<file path="config.mk">
export PLATFORM = sky130hd
export DESIGN_NAME = fifo_param_sync
export DESIGN_NICKNAME = d
export VERILOG_FILES = /design/src/rtl/fifo_param_sync.sv
export SDC_FILE = /design/constraint.sdc
export NUM_CORES = 1
export LEC_CHECK = 0
export CAP_MARGIN = 10
export CORE_AREA = 3 3 105 107
export DETAILED_ROUTE_END_ITERATION = 6
export DIE_AREA = 0 0 108 110
export GPL_TIMING_DRIVEN = 0
export PLACE_DENSITY = 0.81
export SYNTH_ARGS = -nofsm -noshare
export SYNTH_HDL_FRONTEND = slang
export SYNTH_SLANG_ARGS = --single-unit
</file>
<file path="constraint.sdc">
create_clock -name clk -period 6.8 [get_ports clk]
set_clock_uncertainty 0.1 [all_clocks]
set_input_delay 1.02 -clock clk [delete_from_list [all_inputs] [get_ports clk]]
set_output_delay 1.02 -clock clk [all_outputs]
set_load 0.02 [all_outputs]
</file>
<file path="src/rtl/fifo_param_sync.sv">
// Parametrised synchronous FIFO: configurable width/depth, programmable almost
// thresholds, occupancy count and optional first-word-fall-through read port.
module fifo_param_sync #(
    parameter int FIFO_WIDTH = 16,
    parameter int FIFO_DEPTH = 8,
    parameter int AF_THRESH  = FIFO_DEPTH - 1,
    parameter int AE_THRESH  = 1,
    parameter int FWFT       = 0
) (
    input  logic                          clk,
    input  logic                          rst,
    input  logic [FIFO_WIDTH-1:0]         data_in,
    input  logic                          wr_en,
    input  logic                          rd_en,
    output logic [FIFO_WIDTH-1:0]         data_out,
    output logic                          wr_ack,
    output logic                          overflow,
    output logic                          underflow,
    output logic                          full,
    output logic                          empty,
    output logic                          almost_full,
    output logic                          almost_empty,
    output logic [$clog2(FIFO_DEPTH):0]   count
);

    localparam int AW = $clog2(FIFO_DEPTH);
    localparam int CW = AW + 1;

    logic [FIFO_WIDTH-1:0] mem [FIFO_DEPTH];
    logic [AW-1:0]         wr_ptr;
    logic [AW-1:0]         rd_ptr;
    logic [CW-1:0]         cnt;
    logic                  wr_acc;
    logic                  rd_acc;

    // Status flags decode straight from the registered occupancy.
    always_comb begin
        full         = (cnt == CW'(FIFO_DEPTH));
        empty        = (cnt == '0);
        almost_full  = (cnt >= CW'(AF_THRESH)) && !full;
        almost_empty = (cnt != '0) && (cnt <= CW'(AE_THRESH));
        wr_acc       = wr_en && !full;
        rd_acc       = rd_en && !empty;
        count        = cnt;
    end

    always_ff @(posedge clk) begin
        if (rst) begin
            wr_ptr    <= '0;
            rd_ptr    <= '0;
            cnt       <= '0;
            wr_ack    <= 1'b0;
            overflow  <= 1'b0;
            underflow <= 1'b0;
        end else begin
            wr_ack    <= wr_acc;
            overflow  <= wr_en && !wr_acc;
            underflow <= rd_en && !rd_acc;
            if (wr_acc)
                wr_ptr <= wr_ptr + 1'b1;
            if (rd_acc)
                rd_ptr <= rd_ptr + 1'b1;
            if (wr_acc && !rd_acc)
                cnt <= cnt + 1'b1;
            else if (rd_acc && !wr_acc)
                cnt <= cnt - 1'b1;
        end
    end

    // Storage is not cleared on reset; only the write is suppressed.
    always_ff @(posedge clk) begin
        if (!rst && wr_acc)
            mem[wr_ptr] <= data_in;
    end

    generate
        if (FWFT != 0) begin : g_fwft
            always_comb begin
                data_out = empty ? '0 : mem[rd_ptr];
            end
        end else begin : g_std
            logic [FIFO_WIDTH-1:0] dout_q;
            always_ff @(posedge clk) begin
                if (rst)
                    dout_q <= '0;
                else if (rd_acc)
                    dout_q <= mem[rd_ptr];
            end
            always_comb begin
                data_out = dout_q;
            end
        end
    endgenerate

endmodule
</file>
==> results of run 1 <==
==> cell usage in the layout (no fill, tap or decap), drive strengths merged, types with 2 or more instances in the layout <==
cell type / count
edfxtp: 128
mux2i: 49
clkdlybuf4s50: 46
dfxtp: 29
clkbuf: 29
buf: 25
nor2b: 17
nor2: 17
a211oi: 16
a32o: 16
a31oi: 15
a22oi: 15
a21oi: 10
nand2: 6
xor2: 6
ha: 6
inv: 6
nand2b: 5
nand3: 4
bufinv: 3
clkinv: 3
nor3: 2
==> metrics by stage <==
step / hold WS, ps / area [sq um] / total power, mW / util, % / setup slack [ps]
2_1_floorplan: 398 / 6090 / 1.64 / - / 3810
3_3_place_gp: 351 / 6720 / 1.87 / 65.7 / 2090
3_5_place_dp: 355 / 6840 / 1.91 / 66.9 / 3330
4_1_cts: 368 / 7410 / 2.83 / 72.4 / 3280
5_1_grt: 398 / 7410 / 2.92 / 72.4 / 3180
6_report: 364 / 7410 / 2.82 / 72.4 / 3310
==> cells by family after synthesis <==
kind of cell	synth area share, %
mux	8.05
buf+inv	2.65
xor+xnor	1.01
simple gates	5.32
flops	72.7
fa+ha+maj	1.23
compound gates	9.08
==> routing by layer <==
layer  part of all wire [%]  vias to the layer above
li1                       -                     1632
met1                     37                     1848
met2                     51                      229
met3                    8.8                       49
met4                    3.0                        0
met5                      0                        -
==> worst max-delay path, cell delays in order (launching register included) <==
cell	delay, ps
dfxtp_1	370
inv_1	80
ha_1	220
or3b_1	370
buf_6	140
inv_2	50
clkdlybuf4s50_1	590
==> sequential cells by signal, summed over array words and instances, names as in the netlist <==
name	count
count	4
data_out	16
mem	128
overflow	1
rd_ptr	3
underflow	1
wr_ack	1
wr_ptr	3
==> worst min path at each step <==
stage / startpoint / to / slack (ps) / cells after the start
2_1_floorplan: wr_ptr[1]$_SDFFE_PP0P_ / wr_ptr[1]$_SDFFE_PP0P_ / 400 / 2
6_report: data_out[15]$_SDFFE_PP0P_ / data_out[15]$_SDFFE_PP0P_ / 360 / 1
3_3_place_gp: data_out[2]$_SDFFE_PP0P_ / data_out[2]$_SDFFE_PP0P_ / 350 / 1
3_5_place_dp: data_out[15]$_SDFFE_PP0P_ / data_out[15]$_SDFFE_PP0P_ / 350 / 1
4_1_cts: data_out[15]$_SDFFE_PP0P_ / data_out[15]$_SDFFE_PP0P_ / 370 / 1
5_1_grt: data_out[7]$_SDFFE_PP0P_ / data_out[7]$_SDFFE_PP0P_ / 400 / 1
==> where the power goes <==
group	switching, mW	internal (mW)	total [mW]
registers	0.0497	1.11	1.16
logic	0.425	0.312	0.737
clock network	0.349	0.568	0.918
==> area by class of cell <==
class	count	area share [%]
sequential	157	59.7
multi-input combinational	195	20.6
timing repair buffer	53	7.53
clock buffer	25	6.13
tap	136	2.30
buffer	22	1.87
clock inverter	7	1.55
inverter	6	0.304
==> results.toml, run 1 <==
[setup_path]
rr_worst_depth = 7
crit_path_start_kind = "register"
path_class = "reg2out"
end_kind = "primary output"
worstPathArrival_ps = 2370
crit_fanout = 7
endpoint = "empty"
cp-startpoint = "count[0]$_SDFFE_PP0P_"
reg2reg_slack_ps = 4000
rr_endpoint = "mem[1][15]$_DFFE_PP_"
r2r-start = "count[0]$_SDFFE_PP0P_"
crit_required_ps = 5680

[logic_synthesis]
synth-edff-count = 128
synthCells = 380
yosysMostFrequentCell = "edfxtp_1"
netlist_top_cells_area = "edfxtp_1, dfxtp_1, mux2i_1"
synth_area_leader_cell = "edfxtp_1"
synth_area_sq_um = 6090
ys_ff_latch = 157
synth_top_flop_cell = "edfxtp_1"
yosys.area.top_type_share_pct = 63.1
synth.net_count = 406
synth_top_cells_by_count = "edfxtp_1, mux2i_1, dfxtp_1"
synth_warnings = 0
async_flop_share_pct = 0
seq_area_frac_synth_pct = 72.7
syn_area_per_cell_sq_um = 16.0
synth_cell_types = 36

[floorplanning]
initial_core_util_pct = 59.5
core_area_sq_um = 10200
die_w_microns = 108
die_area_sq_um = 11900
die_h_microns = 110
rows = 37
io-pin-count = 47

[route]
routedWlPerCell_microns = 23.8
via_per_inst = 6.25
postRouteAntennaNets = 0
firstDrtPassIters = 5
routed_wl_mm = 14.3
drcViolationCount = 0
num_vias = 3758
drt-initial-drc-count = 387

[power_and_ir_drop]
ir_worst_vdd_mv = 0.255
cellLeakagePower_nw = 2.45
powerDensity_nw_per_um2 = 380

[clocking]
clk_latency_ps = 520
post-cts-setup-buffers = 0
clock-root-buffer = "clkbuf_8"
ctsResizeCount = 0
cts_tree = "yes"
clockBufferDepth = 2
clk_pin_slew_ps = 60
cts.htree.levels = 4
clkSinkCount = 157
cts_buffers = 17
hold_buffers = 0

[global_route]
use_met2_pct = 42.6
grt_max_degree = 17
busiest_layer = "met2"
first_global_vias = 3892
met1_usage_pct = 32.5
track_usage_pct = 26.0
grtUsageMet3_pct = 6.81
grt_pass1_wl_mm = 22.0
grt-ovfl-total = 0
grt_antenna_before_repair = 0

[finish]
drive_above_1_share_pct = 12.5
n_fill_cell = 623
stdcell_count = 601
nets = 478
ff_latch_area_sq_um = 4420
syn2layout_area_growth_pct = 21.7
multiInputGateArea_sq_um = 1530
antenna_cells = 0

[timing]
fin_crit_sh_pct = 51.3
tightest_slew_ps = 986
relSlewSlack_pct = 34.2
setup_violations = 0
layout_min_cycle_time_ps = 3490
fmax_ghz = 0.287
rsz0062_at_grt = "no"
finalHoldViolCount = 0
tns_ps = 0
drv_slew = 0

[placed_design]
dp_cells = 569
gp_congestion = 0.783
portBuffers = 46
place_hpwl_mm = 8.44

[worst_hold_path]
hold_class = "reg2reg"

[job]
maxCapViolCount = 0

[run_status]
outcome = "finished clean"
No activity file was read; power rests on OpenSTA's default activity.
==> run 2: changes to the inputs <==
- CORE_AREA: 3 3 105 107 -> 3 3 113 115
- DIE_AREA: 0 0 108 110 -> 0 0 116 118
- PLACE_DENSITY: 0.81 -> 0.74
- clock period: 6.8 -> 2.95 ns (I/O delays scaled with it)
==> run 2 against run 1 <==
  * Sequential cell count stayed put
  * Sequential share of layout area is 0.53 points lower
  * Total power is 130% higher
  * Critical path depth stayed put
  * Global-route usage is 5.6 points lower
  * Sequential power is 130% higher
  * Critical path type unchanged
  * Critical endpoint unchanged
  * Highest routed layer unchanged
==> results.toml, run 2 (synthesis gave the netlist of run 1 again) <==
[worst_hold_path]
hold_end = "data_out[0]$_SDFFE_PP0P_"
hold_path_startpoint = "data_out[0]$_SDFFE_PP0P_"
hold_class = "reg2reg"
holdPathStages = 1

[route]
firstDrtPassIters = 5
via_per_inst = 5.89
drt-initial-drc-count = 327
postRouteAntennaNets = 0
num_vias = 3592
routedWlPerCell_microns = 22.0
routed_wl_mm = 13.4
drcViolationCount = 0

[power_and_ir_drop]
p_switching_mw = 1.93
powerDensity_nw_per_um2 = 879
ir_worst_vdd_mv = 0.452
internal-power_mw = 4.65
swShare_pct = 29.3
p_seq_share_pct = 40.7
comb_power_share_pct = 25.7
cellLeakagePower_nw = 2.45
p_clk_share_pct = 33.6
fin_total_pwr_mw = 6.58

[finish]
final_cell_mix = "edfxtp_1, mux2i_1, clkdlybuf4s50_1"
multiInputGateArea_sq_um = 1550
syn2layout_area_growth_pct = 22.8
final_area_sq_um = 7480
drive_above_1_share_pct = 13.6
largest_reg_flops = 128
stdcell_count = 610
antenna_cells = 0
final_common_cell = "edfxtp_1"
ff_latch_area_sq_um = 4420
regMostFlops = "mem"
nets = 477
n_fill_cell = 851

[setup_path]
crit_required_ps = 2410
worst-path-buf-inv = 4
cp_top_family = "buffers and inverters"
crit_fanout = 7
worstPathArrival_ps = 2280
crit_slowest_cell = "clkdlybuf4s50_1"
end_kind = "primary output"
reg2reg_slack_ps = 190
slowest_delay_ps = 590
crit_chain = "inv_1 -> ha_1 -> or3b_1 -> buf_6 -> inv_2 -> clkdlybuf4s50_1"
r2r-start = "count[0]$_SDFFE_PP0P_"
rr_worst_depth = 7
path_class = "reg2out"
rr_endpoint = "mem[3][14]$_DFFE_PP_"
crit_path_start_kind = "register"

[clocking]
clockBufferDepth = 2
clkSinkCount = 157
clock-root-buffer = "clkbuf_16"
cts_buffers = 17
clk_latency_ps = 410
cts.htree.levels = 4
clk_pin_slew_ps = 60
cts_tree = "yes"

[timing]
fin_crit_sh_pct = 95.8
relSlewSlack_pct = 51.4
setup_violations = 0
setup_ws_ps = 123
tns_ps = 0
rsz0062_at_grt = "no"
drv_slew = 0
fmax_ghz = 0.354
finalHoldViolCount = 0
tightest_slew_ps = 728
layout_min_cycle_time_ps = 2830

[run_status]
outcome = "finished clean"

[job]
maxCapViolCount = 0

[placed_design]
dp_cells = 579
post-place-ws_ps = 175
placed_cell_area_sq_um = 6860
portBuffers = 46
gp_congestion = 0.770
place_hpwl_mm = 8.48

[floorplanning]
rows = 40
die_h_microns = 118
die_w_microns = 116
io-pin-count = 47
core_area_sq_um = 11900
initial_core_util_pct = 51.1
die_area_sq_um = 13700

[global_route]
track_usage_pct = 20.3
grt_max_degree = 17
grt_pass1_wl_mm = 20.5
first_global_vias = 3651
grt_antenna_before_repair = 0
grt-ovfl-total = 0
==> run 2: worst max-delay path by stage <==
stage                     cells past startpoint  slack (ps)                  start             endpoint
after floorplan                               6         420  count[0]$_SDFFE_PP0P_  mem[4][0]$_DFFE_PP_
after detailed placement                      4         180                    rst  mem[5][2]$_DFFE_PP_
final                                         6         120  count[0]$_SDFFE_PP0P_                empty
after global placement                        4        -350                    rst  mem[3][2]$_DFFE_PP_
after CTS                                     6         100  count[0]$_SDFFE_PP0P_                empty
after global routing                          6           5  count[0]$_SDFFE_PP0P_                empty
==> run 2: final cells by class <==
cell class              instances  share of cell area, %
repair buffers                 52                   7.36
clock buffers                  19                   5.92
flip-flops and latches        157                   59.2
well taps                     147                   2.46
clock inverters                12                   2.19
multi-input cells             195                   20.7
plain buffers                  22                   1.86
inverters                       6                  0.301
==> run 2: what timing repair did <==
action	in CTS	in global routing
setup buffers	0	0
gates resized for setup	0	2
hold buffers	0	0
endpoints found under the setup margin	0	25
==> run 2: power groups by stage <==
stage,sequential [mW],combinational (mW),clock (mW)
after detailed placement,2.73,1.69,0
after floorplan,2.82,0.953,0
after global routing,2.70,1.80,2.31
final,2.68,1.69,2.21
after global placement,2.72,1.62,0
after CTS,2.68,1.70,2.22
==> run 2: stage by stage <==
step                utilization (%)  hold slack (ps)
finish                         62.8              366
global route                   62.8              380
CTS                            62.7              368
detailed placement             57.6              358
global placement               56.6              355
floorplan                         -              417
==> run 2: per-layer routing <==
| layer | vias up | part of all wire [%] | GRT usage (%) |
|---|---|---|---|
| li1 | 1629 | - | - |
| met2 | 146 | 50 | 32.1 |
| met5 | - | 0 | 0 |
| met1 | 1793 | 41 | 27.6 |
| met3 | 24 | 6.3 | 5.09 |
| met4 | 0 | 1.9 | 7.03 |
==> run 3: changes to the inputs <==
- CORE_AREA: 3 3 113 115 -> 3 3 109 111
- DIE_AREA: 0 0 116 118 -> 0 0 112 114
- DONT_BUFFER_PORTS: unset -> 1
- PLACE_DENSITY: 0.74 -> 0.73
==> run 3 against run 2 <==
  * Maximum frequency rose by 1.3%
  * Via count fell by 3.0%
  * Worst hold slack worse by 350 ps
  * Sequential cell count did not move
  * Clock-buffer cell count did not move
  * First-iteration DRC count is 24% lower
  * Total power fell by 3.3%
  * Wire length down 1.5%
  * Design area fell by 3.5%
  * Die area is 6.7% lower
  * Largest cell class unchanged
  * Highest routed layer unchanged
==> results.toml, run 3 (synthesis gave the netlist of run 1 again) <==
[placed_design]
place_hpwl_mm = 8.05
dp_cells = 526
gp_congestion = 0.721
portBuffers = 0

[timing]
layout_min_cycle_time_ps = 2790
fmax_ghz = 0.358
finalHoldViolCount = 0
relSlewSlack_pct = 36.3
tns_ps = 0
setup_violations = 0
drv_slew = 0
tightest_slew_ps = 942
fin_crit_sh_pct = 94.6

[worst_hold_path]
hold_path_startpoint = "rst"
holdPathStages = 2
hold_end = "underflow$_SDFF_PP0_"
hold_class = "in2reg"

[global_route]
busiest_layer = "met2"
grtUsageMet3_pct = 5.62
grt_antenna_before_repair = 0
grt_max_degree = 17
met1_usage_pct = 27.7
grt-ovfl-total = 0
first_global_vias = 3604
track_usage_pct = 21.7
use_met2_pct = 35.3
grt_pass1_wl_mm = 20.2

[power_and_ir_drop]
cellLeakagePower_nw = 2.37
ir_worst_vdd_mv = 0.530
powerDensity_nw_per_um2 = 881

[route]
drt-initial-drc-count = 249
postRouteAntennaNets = 0
routed_wl_mm = 13.2
drcViolationCount = 0
via_per_inst = 6.04
routedWlPerCell_microns = 22.9
firstDrtPassIters = 5
num_vias = 3483

[floorplanning]
die_w_microns = 112
io-pin-count = 47
die_h_microns = 114
rows = 38
core_area_sq_um = 10900
die_area_sq_um = 12800
initial_core_util_pct = 55.9

[setup_path]
crit_path_start_kind = "register"
r2r-start = "count[0]$_SDFFE_PP0P_"
crit_required_ps = 3090
rr_worst_depth = 7
slowest_delay_ps = 560
end_kind = "register"
crit_slowest_cell = "dfxtp_1"
crit_chain = "inv_1 -> ha_1 -> nand3b_1 -> and3b_1 -> nand2_1 -> nor3_4 -> buf_8"
worstPathArrival_ps = 2930
crit_fanout = 9
rr_endpoint = "mem[1][1]$_DFFE_PP_"
reg2reg_slack_ps = 160
path_class = "reg2reg"

[clocking]
clk_pin_slew_ps = 60
clock-root-buffer = "clkbuf_8"
clockBufferDepth = 2
cts_tree = "yes"
cts.htree.levels = 4
clkSinkCount = 157
clk_latency_ps = 530
post-cts-setup-buffers = 0
cts_buffers = 17

[finish]
final_common_cell = "edfxtp_1"
regMostFlops = "mem"
antenna_cells = 0
drive_above_1_share_pct = 13.7
syn2layout_area_growth_pct = 18.5
stdcell_count = 577
nets = 451
final_cell_mix = "edfxtp_1, mux2i_1, dfxtp_1"
largest_reg_flops = 128

[job]
maxCapViolCount = 0

[run_status]
outcome = "finished clean"
## run 3: area by class of cell
class / instances / area [sq um]
multi-input cells: 195 / 1560
repair buffers: 26 / 290
flip-flops and latches: 157 / 4420
clock inverters: 12 / 169
inverters: 6 / 22.5
well taps: 140 / 175
clock buffers: 19 / 432
plain buffers: 22 / 139
fillers: 719 / 3670
## run 3: worst max-delay path, delay by kind of cell, from the launching register on
family | cells | cell delay, ps
DFF | 1 | 560
adders and majority gates | 1 | 260
buffers and inverters | 2 | 310
and+or+nand+nor | 4 | 1250
## run 3: power by group
| group | switching [mW] | total (mW) | internal, mW |
|---|---|---|---|
| sequential | 0.244 | 2.81 | 2.57 |
| combinational | 0.811 | 1.34 | 0.532 |
| clock | 0.819 | 2.20 | 1.38 |
## run 3: what timing repair did
action	in CTS	in global routing
hold buffers	20	0
endpoints found under the setup margin	0	32
hold endpoints to repair	132	0
resized for setup	0	4
## run 3: metal layers
| layer | wire, microns | share of wire [%] | up-vias |
|---|---|---|---|
| met5 | 0 | 0 | - |
| met4 | 291 | 2.2 | 0 |
| li1 | - | - | 1581 |
| met3 | 972 | 7.3 | 23 |
| met1 | 5330 | 40 | 1728 |
| met2 | 6640 | 50 | 151 |
## run 3: how the worst max path moves through the flow
| stage | startpoint | end | slack [ps] |
|---|---|---|---|
| detailed placement | count[0]$_SDFFE_PP0P_ | mem[5][2]$_DFFE_PP_ | 90 |
| finish | count[0]$_SDFFE_PP0P_ | mem[1][1]$_DFFE_PP_ | 160 |
| global route | count[0]$_SDFFE_PP0P_ | mem[0][14]$_DFFE_PP_ | -8 |
| global placement | count[0]$_SDFFE_PP0P_ | mem[3][2]$_DFFE_PP_ | -360 |
| floorplan | count[0]$_SDFFE_PP0P_ | mem[4][0]$_DFFE_PP_ | 420 |
| CTS | count[0]$_SDFFE_PP0P_ | mem[5][14]$_DFFE_PP_ | 80 |
## run 3: through the flow
stage                     util (%)  area [sq um]  hold WS, ps  worst slack [ps]  power, mW
final                         66.2          7210         18.9               159       6.36
after global routing          66.2          7210         37.0             -7.87       6.58
after CTS                     66.1          7190         11.6              76.7       6.37
after detailed placement      58.7          6390          424              90.3       4.14
after global placement        57.6          6270          421              -356       4.07
after floorplan                  -          6100          417               419       3.77
